<file path="src/rtl/mips_pipeline_pkg.sv">
// rtl/mips_pipeline_pkg.sv - shared hazard state encoding, register constants and pipeline control vectors
package mips_pipeline_pkg;

  typedef enum logic [1:0] {
    HZ_RUN      = 2'd0,
    HZ_MEM_WAIT = 2'd1,
    HZ_ERROR    = 2'd2
  } hazard_state_t;

  localparam logic [4:0] REG_ZERO = 5'd0;

  // One bit per pipeline-register control, in the order the top drives them.
  typedef struct packed {
    logic pc_we;
    logic if_id_we;
    logic if_id_flush;
    logic id_ex_flush;
    logic ex_mem_we;
    logic mem_wb_bubble;
    logic mem_stall;
  } hazard_ctrl_t;

  localparam hazard_ctrl_t CTRL_RUN      = '{1'b1, 1'b1, 1'b0, 1'b0, 1'b1, 1'b0, 1'b0};
  localparam hazard_ctrl_t CTRL_RESET    = '{1'b0, 1'b0, 1'b1, 1'b1, 1'b0, 1'b1, 1'b0};
  localparam hazard_ctrl_t CTRL_FREEZE   = '{1'b0, 1'b0, 1'b0, 1'b0, 1'b0, 1'b1, 1'b1};
  localparam hazard_ctrl_t CTRL_BRANCH   = '{1'b1, 1'b1, 1'b1, 1'b1, 1'b1, 1'b0, 1'b0};
  localparam hazard_ctrl_t CTRL_LOAD_USE = '{1'b0, 1'b0, 1'b0, 1'b1, 1'b1, 1'b0, 1'b0};

  // A load into $zero never produces a value the ID instruction could depend on.
  function automatic logic load_use_detect(
    input logic       dm_read,
    input logic [4:0] ex_wr,
    input logic [4:0] id_rs,
    input logic [4:0] id_rt,
    input logic       uses_rt
  );
    return dm_read && (ex_wr != REG_ZERO) &&
           ((ex_wr == id_rs) || (uses_rt && (ex_wr == id_rt)));
  endfunction

endpackage

</file>
<file path="src/rtl/hazard_sat_counter.sv">
// rtl/hazard_sat_counter.sv - saturating event counter with synchronous clear
module hazard_sat_counter #(
  parameter int WIDTH = 16
) (
  input  logic             clock,
  input  logic             clear,
  input  logic             inc,
  output logic [WIDTH-1:0] count
);

  logic [WIDTH-1:0] r_count;

  always_ff @(posedge clock) begin
    if (clear) begin
      r_count <= '0;
    end else if (inc && (r_count != '1)) begin
      r_count <= r_count + WIDTH'(1);
    end
  end

  assign count = r_count;

endmodule

</file>
<file path="src/rtl/pipeline_hazard_controller.sv">
// rtl/pipeline_hazard_controller.sv - stall/flush/freeze sequencer for the 5-stage pipeline
// Performance counters are built only when HAZARD_PERF_COUNTERS_EN is defined.
module pipeline_hazard_controller
  import mips_pipeline_pkg::*;
#(
  parameter int MEM_TIMEOUT = 15,
  parameter int STALL_CNT_W = 16
) (
  input  logic                   clock,
  input  logic                   reset,
  input  logic [4:0]             ID_rs,
  input  logic [4:0]             ID_rt,
  input  logic                   ID_uses_rt,
  input  logic [4:0]             EX_write_reg_1,
  input  logic                   EX_dm_read,
  input  logic                   EX_branch_taken,
  input  logic                   MEM_dm_access,
  input  logic                   dm_ready,
  output logic                   pc_write_enable,
  output logic                   IF_ID_write_enable,
  output logic                   IF_ID_flush,
  output logic                   ID_EX_flush,
  output logic                   EX_MEM_write_enable,
  output logic                   MEM_WB_bubble,
  output logic                   mem_stall,
  output logic                   mem_timeout_error,
  output logic [STALL_CNT_W-1:0] stall_cycle_count,
  output logic [STALL_CNT_W-1:0] flush_count
);

  localparam logic [8:0] TIMEOUT_LIM = 9'(MEM_TIMEOUT);

  hazard_state_t r_state;
  hazard_state_t w_next_state;
  logic [7:0]    r_wait_cnt;
  logic [7:0]    w_next_wait_cnt;
  logic          r_timeout_error;
  logic          w_freeze;
  logic          w_load_use;
  logic          w_branch_eff;
  logic          w_load_use_eff;
  hazard_ctrl_t  w_ctrl;

  always_ff @(posedge clock) begin
    if (reset) begin
      r_state         <= HZ_RUN;
      r_wait_cnt      <= 8'd0;
      r_timeout_error <= 1'b0;
    end else begin
      r_state    <= w_next_state;
      r_wait_cnt <= w_next_wait_cnt;
      if ((r_state != HZ_ERROR) && (w_next_state == HZ_ERROR)) begin
        r_timeout_error <= 1'b1;
      end
    end
  end

  always_comb begin
    w_next_state    = r_state;
    w_next_wait_cnt = r_wait_cnt;
    w_freeze        = 1'b0;
    case (r_state)
      HZ_RUN: begin
        if (MEM_dm_access && !dm_ready) begin
          w_freeze = 1'b1;
          if (MEM_TIMEOUT == 1) begin
            w_next_state = HZ_ERROR;
          end else begin
            w_next_state    = HZ_MEM_WAIT;
            w_next_wait_cnt = 8'd1;
          end
        end
      end
      HZ_MEM_WAIT: begin
        // The ready cycle itself is not frozen: the pipeline advances with the data.
        if (dm_ready) begin
          w_next_state    = HZ_RUN;
          w_next_wait_cnt = 8'd0;
        end else begin
          w_freeze = 1'b1;
          if (({1'b0, r_wait_cnt} + 9'd1) == TIMEOUT_LIM) begin
            w_next_state = HZ_ERROR;
          end else begin
            w_next_wait_cnt = r_wait_cnt + 8'd1;
          end
        end
      end
      HZ_ERROR: begin
        w_freeze = 1'b1;
      end
      default: begin
        w_next_state    = HZ_RUN;
        w_next_wait_cnt = 8'd0;
      end
    endcase
  end

  assign w_load_use     = load_use_detect(EX_dm_read, EX_write_reg_1, ID_rs, ID_rt, ID_uses_rt);
  assign w_branch_eff   = !reset && !w_freeze && EX_branch_taken;
  assign w_load_use_eff = !reset && !w_freeze && !EX_branch_taken && w_load_use;

  always_comb begin
    w_ctrl = CTRL_RUN;
    if (reset) begin
      w_ctrl = CTRL_RESET;
    end else if (w_freeze) begin
      w_ctrl = CTRL_FREEZE;
    end else if (EX_branch_taken) begin
      w_ctrl = CTRL_BRANCH;
    end else if (w_load_use) begin
      w_ctrl = CTRL_LOAD_USE;
    end
  end

  assign pc_write_enable     = w_ctrl.pc_we;
  assign IF_ID_write_enable  = w_ctrl.if_id_we;
  assign IF_ID_flush         = w_ctrl.if_id_flush;
  assign ID_EX_flush         = w_ctrl.id_ex_flush;
  assign EX_MEM_write_enable = w_ctrl.ex_mem_we;
  assign MEM_WB_bubble       = w_ctrl.mem_wb_bubble;
  assign mem_stall           = w_ctrl.mem_stall;
  assign mem_timeout_error   = r_timeout_error;

`ifdef HAZARD_PERF_COUNTERS_EN
  logic w_stall_inc;
  logic w_flush_inc;

  assign w_stall_inc = (!reset && w_freeze) || w_load_use_eff;
  assign w_flush_inc = w_branch_eff;

  hazard_sat_counter #(.WIDTH(STALL_CNT_W)) u_stall_cnt (
    .clock (clock),
    .clear (reset),
    .inc   (w_stall_inc),
    .count (stall_cycle_count)
  );

  hazard_sat_counter #(.WIDTH(STALL_CNT_W)) u_flush_cnt (
    .clock (clock),
    .clear (reset),
    .inc   (w_flush_inc),
    .count (flush_count)
  );
`else
  logic w_unused_perf;

  assign w_unused_perf     = w_branch_eff ^ w_load_use_eff;
  assign stall_cycle_count = '0;
  assign flush_count       = '0;
`endif

endmodule

</file>
<file path="config.mk">
export PLATFORM = sky130hd
export DESIGN_NAME = pipeline_hazard_controller
export DESIGN_NICKNAME = d
export VERILOG_FILES = /design/src/rtl/mips_pipeline_pkg.sv /design/src/rtl/hazard_sat_counter.sv /design/src/rtl/pipeline_hazard_controller.sv
export SDC_FILE = /design/constraint.sdc
export NUM_CORES = 1
export LEC_CHECK = 0
export ABC_AREA = 1
export CAP_MARGIN = 20
export CELL_PAD_IN_SITES_DETAIL_PLACEMENT = 0
export CELL_PAD_IN_SITES_GLOBAL_PLACEMENT = 1
export CORE_ASPECT_RATIO = 0.7
export CORE_UTILIZATION = 27
export CTS_CLUSTER_DIAMETER = 120
export DETAILED_ROUTE_END_ITERATION = 10
export PLACE_DENSITY = 0.85
export REMOVE_ABC_BUFFERS = 1
export SYNTH_ARGS = -nofsm -noshare
export SYNTH_HDL_FRONTEND = slang
export SYNTH_SLANG_ARGS = --single-unit
</file>
<file path="constraint.sdc">
create_clock -name clock -period 3.2 [get_ports clock]
set_input_delay 0.64 -clock clock [delete_from_list [all_inputs] [get_ports clock]]
set_output_delay 0.64 -clock clock [all_outputs]
set_load 0.01 [all_outputs]
</file>
==> Word-level counts from Yosys, hierarchy flattened <==
Cells that the tools add are included.
Widths: inputs -> output; s select.
{ "word_totals": {"ff_bits": 11, "latch_bits": 0, "mem_bits_rw": 0, "romBits": 0, "input_bits": 22, "out_inout_bits": 40, "word_cells": 40, "memories": 0} }
{ "classes": {"add_sub_neg": 2, "multipliers": 0, "n_div": 0, "n_lt_le_gt_ge": 0, "eq_ne": 9, "shift": 0, "mux": 15, "bitwise": 1, "reduce_logical": 10} }
{ "op_table": {"columns": ["cell", "n"], "rows": [
  ["$mux 7", 4],
  ["$mux 8", 3],
  ["$pmux 8 s3", 1],
  ["$eq 5x5->1", 2],
  ["$add 8x1->9 const B", 1],
  ["$eq 9x4->1 const B", 1],
  ["$add 8x1->8 const B", 1],
  ["$mux 2", 3],
  ["$pmux 2 s3", 1],
  ["$logic_and 1x1->1", 5],
  ["$reduce_bool 5->1", 1],
  ["$eq 2x2->1 const B", 2],
  ["$ne 2x2->1 const B", 2],
  ["$ne 3x3->1 const B", 1],
  ["$pmux 1 s3", 1],
  ["$reduce_and 3->1", 1],
  ["$eq 2x1->1 const B", 1],
  ["$logic_not 2->1", 1],
  ["$mux 1", 2],
  ["$logic_not 1->1", 1],
  ["$logic_or 1x1->1", 1],
  ["$not 1->1", 1]
]} }

==> Depth between registers and ports, before layout <==
Gate-level depths: netlist (run 1).
{ "depth": {"depth_word": 8, "depth_mapped": 11, "ltp_nobuf": 10} }

==> Least setup slack after synthesis (run 1) <==
Ideal clock, no wire load.
{ "synth_path": {"kind": "in2out", "start": "input port dm_ready", "end": "output port pc_write_enable", "t_arrival_ps": 1594, "required_ps": 2560, "setup_slack_ps": 966, "stages": 7, "path_buffers": 1, "path_cell_list": "nor2_1 -> o21ai_0 -> nand2_1 -> inv_1 -> o21ai_0 -> inv_1 -> buf_4"} }
{ "synth_via": {"elab_chain_cells": 6, "word_cells_on_any_way": 7, "classes_between": "mux: 5; reduce/logical: 2"} }
{ "synth_rtl": {"columns": ["item", "line_no", "rtl"], "rows": [
  ["start, declared", "pipeline_hazard_controller.sv:18", "input logic dm_ready,"],
  ["$logic_not 1->1", "pipeline_hazard_controller.sv:64", "if (MEM_dm_access && !dm_ready) begin"],
  ["$logic_and 1x1->1", "pipeline_hazard_controller.sv:64", null],
  ["$mux 1", "pipeline_hazard_controller.sv:64", null],
  ["$pmux 1 s3 *", "pipeline_hazard_controller.sv:62", "case (r_state)"],
  ["$mux 7 *", "pipeline_hazard_controller.sv:106", "end else if (w_freeze) begin"],
  ["$mux 7 *", "pipeline_hazard_controller.sv:104", "if (reset) begin"],
  ["end, declared", "pipeline_hazard_controller.sv:19", "output logic pc_write_enable,"]
]} }
Every way passes the cells marked *; elsewhere a longest branch is shown, timed or not.

==> Final worst setup path (run 1) <==
{ "layout_path": {"start": "input port EX_write_reg_1[3]", "end": "output port ID_EX_flush"} }
{ "layout_via": {"elab_chain_cells": 8, "word_cells_on_any_way": 11, "classes_between": "eq/ne: 2; mux: 4; reduce/logical: 5"} }
{ "layout_rtl": {"columns": ["item", "line_no", "rtl"], "rows": [
  ["start, declared", "pipeline_hazard_controller.sv:14", "input logic [4:0] EX_write_reg_1,"],
  ["$eq 5x5->1", "mips_pipeline_pkg.sv:38", "((ex_wr == id_rs) || (uses_rt && (ex_wr == id_rt)));"],
  ["$logic_and 1x1->1", "mips_pipeline_pkg.sv:38", null],
  ["$logic_or 1x1->1", "mips_pipeline_pkg.sv:38", null],
  ["$logic_and 1x1->1 *", "mips_pipeline_pkg.sv:37", "return dm_read && (ex_wr != REG_ZERO) &&"],
  ["$mux 7 *", "pipeline_hazard_controller.sv:110", "end else if (w_load_use) begin"],
  ["$mux 7 *", "pipeline_hazard_controller.sv:108", "end else if (EX_branch_taken) begin"],
  ["$mux 7 *", "pipeline_hazard_controller.sv:106", null],
  ["$mux 7 *", "pipeline_hazard_controller.sv:104", null],
  ["end, declared", "pipeline_hazard_controller.sv:22", "output logic ID_EX_flush,"]
]} }
Marks and branches as above.

==> results of run 1 <==
-- flip-flops by register name, summed over array words and instances, names as in the netlist --
name	cells
mem_timeout_error	1
r_wait_cnt	8
r_state	2
-- power by group through the flow --
stage,Sequential (W),Clock [W],Combinational (W)
finish,0.000142,0.000139,0.000111
global route,0.000142,0.000155,0.000122
CTS,0.000142,0.000145,0.000109
detailed placement,0.000144,0,0.000109
global placement,0.000144,0,0.000110
floorplan,0.000144,0,0.0000525
-- routing by layer --
metal	vias to the layer above	part of all wire (%)
li1	541	-
met1	443	55
met2	29	39
met3	2	5.3
met4	0	0.63
met5	-	0
-- synthesized netlist by cell type, types with 2 or more instances --
| cell type | n |
|---|---|
| buf_4 | 34 |
| nand2_1 | 32 |
| inv_1 | 18 |
| nand3_1 | 15 |
| a21oi_1 | 12 |
| nor2_1 | 12 |
| dfxtp_1 | 11 |
| nand4_1 | 5 |
| xor2_1 | 4 |
| o21ai_0 | 3 |
| xnor2_1 | 3 |
| ha_1 | 2 |
| nor2_2 | 2 |
| o22ai_1 | 2 |
-- kinds of logic after synthesis --
family / count (synthesis) / synth area share, %
flops: 11 / 20.0
compound gates: 22 / 11.3
other cells: 1 / 0.340
simple gates: 71 / 31.0
buf+inv: 53 / 29.6
xor+xnor: 7 / 5.56
fa+ha+maj: 2 / 2.27
-- tightest hold or removal path: cells and delay by family, from the launching register on --
| family | cells | cell delay [ns] |
|---|---|---|
| flip-flops | 1 | 0.31 |
| buffers and inverters | 1 | 0.05 |
| AO/OA/AOI/OAI | 1 | 0.05 |
-- what timing repair did --
| item | 4_1_cts | 5_1_grt |
|---|---|---|
| hold buffers | 0 | 0 |
| endpoints found under the setup margin | 0 | 2 |
| resized for setup | 0 | 3 |
| hold endpoints to repair | 0 | 0 |
-- stage by stage --
step	hold WS [ns]	std cells	power, W
after global placement	0.443	247	0.000254
after global routing	0.490	251	0.000419
after floorplan	0.446	163	0.000196
final	0.454	251	0.000392
after CTS	0.457	251	0.000396
after detailed placement	0.449	247	0.000253
-- final timing paths --
check                                 start                              to  slack (ns)  depth (start not counted)
min reg2reg  mem_timeout_error$_SDFFE_PP0P_  mem_timeout_error$_SDFFE_PP0P_        0.45                          2
min          mem_timeout_error$_SDFFE_PP0P_  mem_timeout_error$_SDFFE_PP0P_        0.45                          2
max                       EX_write_reg_1[3]                     ID_EX_flush        0.19                         10
max reg2reg      r_wait_cnt[0]$_SDFFE_PP0P_      r_wait_cnt[1]$_SDFFE_PP0P_        1.43                         10
-- cell type report --
type	instances	area (sq um)
multi-input cells	134	677
flip-flops and latches	11	220
well taps	52	65.1
inverters	18	67.6
clock buffers	4	45.0
fillers	425	2530
repair buffers	32	313
==> flow_metrics.env, run 1 <==
export IMPL_dp_hpwl_um=2010
export IMPL_p_int_w=0.000279
export IMPL_antennaDiodeCount=0
export IMPL_dpl_worst_slack_ns=0.0936
export IMPL_cts_buffers=3
export IMPL_grt_use_met1_pct=18.0
export IMPL_max_stage_delay_ns=0.54
export IMPL_ant_nets=0
export IMPL_coreArea_sq_um=3920
export IMPL_synth_area_leaders="buf_4, dfxtp_1, nand2_1"
export IMPL_maxSlewViolCount=0
export IMPL_antenna_found_initial=0
export IMPL_clockBufferDepth=2
export IMPL_peakVddDrop_mv=0.175
export IMPL_arrival_ns=2.37
export IMPL_worstPathCellList="clkdlybuf4s50_1 -> inv_1 -> nand2_1 -> nand2_1 -> a211oi_1 -> nand3_1 -> nand2_1 -> nand3_1 -> nand2_1 -> clkdlybuf4s50_1"
export IMPL_floorplan_die_height_um=55.5
export IMPL_pwr_density_cell_nw_per_um2=282
export IMPL_grtUsageMet3_pct=3.47
export IMPL_drt_iter0_markers=39
export IMPL_yosysUniqueCellTypes=26
export IMPL_min_period_ns=3.01
export IMPL_initial_core_util_pct=28.1
export IMPL_crit_family="buffers and inverters"
export IMPL_synthesis_area_sq_um=1100
export IMPL_grt_pass1_vias=843
export IMPL_p_clk_share_pct=35.6
export IMPL_grtUsageTotal_pct=11.9
export IMPL_synth_edf_count=0
export IMPL_clk_pin_slew_ns=0.05
export IMPL_startpoint_type="input pin"
export IMPL_cts_num_sinks=11
export IMPL_syn2layout_area_growth_pct=25.7
export IMPL_p_switching_w=0.000113
export IMPL_overflow=0
export IMPL_port_buffers=29
export IMPL_num_vias=1015
export IMPL_hold_viol=0
export IMPL_critPathSlowestCell="clkdlybuf4s50_1"
export IMPL_netlist_area_leader_share_pct=23.1
export IMPL_gp_congestion=0.833
export IMPL_finalSetupViolCount=0
export IMPL_h_tree_depth=1
export IMPL_clock_latency_ns=0.24
export IMPL_maxCapViolations=0
export IMPL_first_pass_iters=4
export IMPL_cts_root_buf="clkbuf_8"
export IMPL_syn_area_per_cell_sq_um=6.61
export IMPL_p_leak_nw=0.584
export IMPL_rows=19
export IMPL_busiest_layer="met1"
export IMPL_grt_use_met2_pct=15.9
export IMPL_die_area_sq_um=4350
export IMPL_crit_top_cell="nand2_1"
export IMPL_relSlewSlack_pct=63.1
export IMPL_cts_tree="yes"
export IMPL_rsz0062_at_grt="no"
export IMPL_synthCells=167
export IMPL_fin_worst_skew_ns=0.00130
export IMPL_grt_pass1_wl_um=4000
export IMPL_drive_above_1_share_pct=7.04
export IMPL_critical_path_buf_inv_count=3
export IMPL_synth_seq_cells=11
export IMPL_grt_max_degree=12
export IMPL_postLayoutCellArea_sq_um=1390
export IMPL_min_period_over_period_pct=94.0
export IMPL_critPathKind="in2out"
export IMPL_finalNetCount=224
export IMPL_seq_power_share_pct=36.2
export IMPL_synth_async_reset_ratio_pct=0
export IMPL_fin_util_pct=35.4
export IMPL_synth_main_ff_cell="dfxtp_1"
export IMPL_die_w_um=78.4
export IMPL_placedInstanceArea_sq_um=1340
export IMPL_pin_count=62
export IMPL_hold_path_class="reg2reg"
export IMPL_fin_ws_ns=0.193
export IMPL_post_drt_wl_per_cell_um=9.45
export IMPL_post_route_drc_count=0
export IMPL_ys_warn_count=0
export IMPL_combPwrFrac_pct=28.3
export IMPL_yosysSeqAreaShare_pct=20.0
export IMPL_worst_ep_required_time_ns=2.56
export IMPL_timing_worst_slew_pin_value_ns=0.548
export IMPL_cts_setup_buffers=0
export IMPL_end_kind="output pin"
export IMPL_drt_total_wl_um=2370
export IMPL_finalSetupTns_ns=0
export IMPL_via_per_inst=4.04
export IMPL_status="complete, no violations"
export IMPL_synth_largest_area_cell="buf_4"
export IMPL_final_cell_mix="nand2_1, conb_1, clkdlybuf4s50_1"
export IMPL_clock_fmax_mhz=333
export IMPL_crit_fanout=2
export IMPL_switching_share_pct=28.9
Power figures use the tool's default switching activity.
==> run 2, diff against run 1 <==
--- a/config.mk
+++ b/config.mk
@@ -18,3 +18,4 @@
 export SYNTH_ARGS = -nofsm -noshare
 export SYNTH_HDL_FRONTEND = slang
 export SYNTH_SLANG_ARGS = --single-unit
+export TNS_END_PERCENT = 1
==> results of run 2 <==
Same layout as run 1: the final DEF is identical, and so are final timing and power.
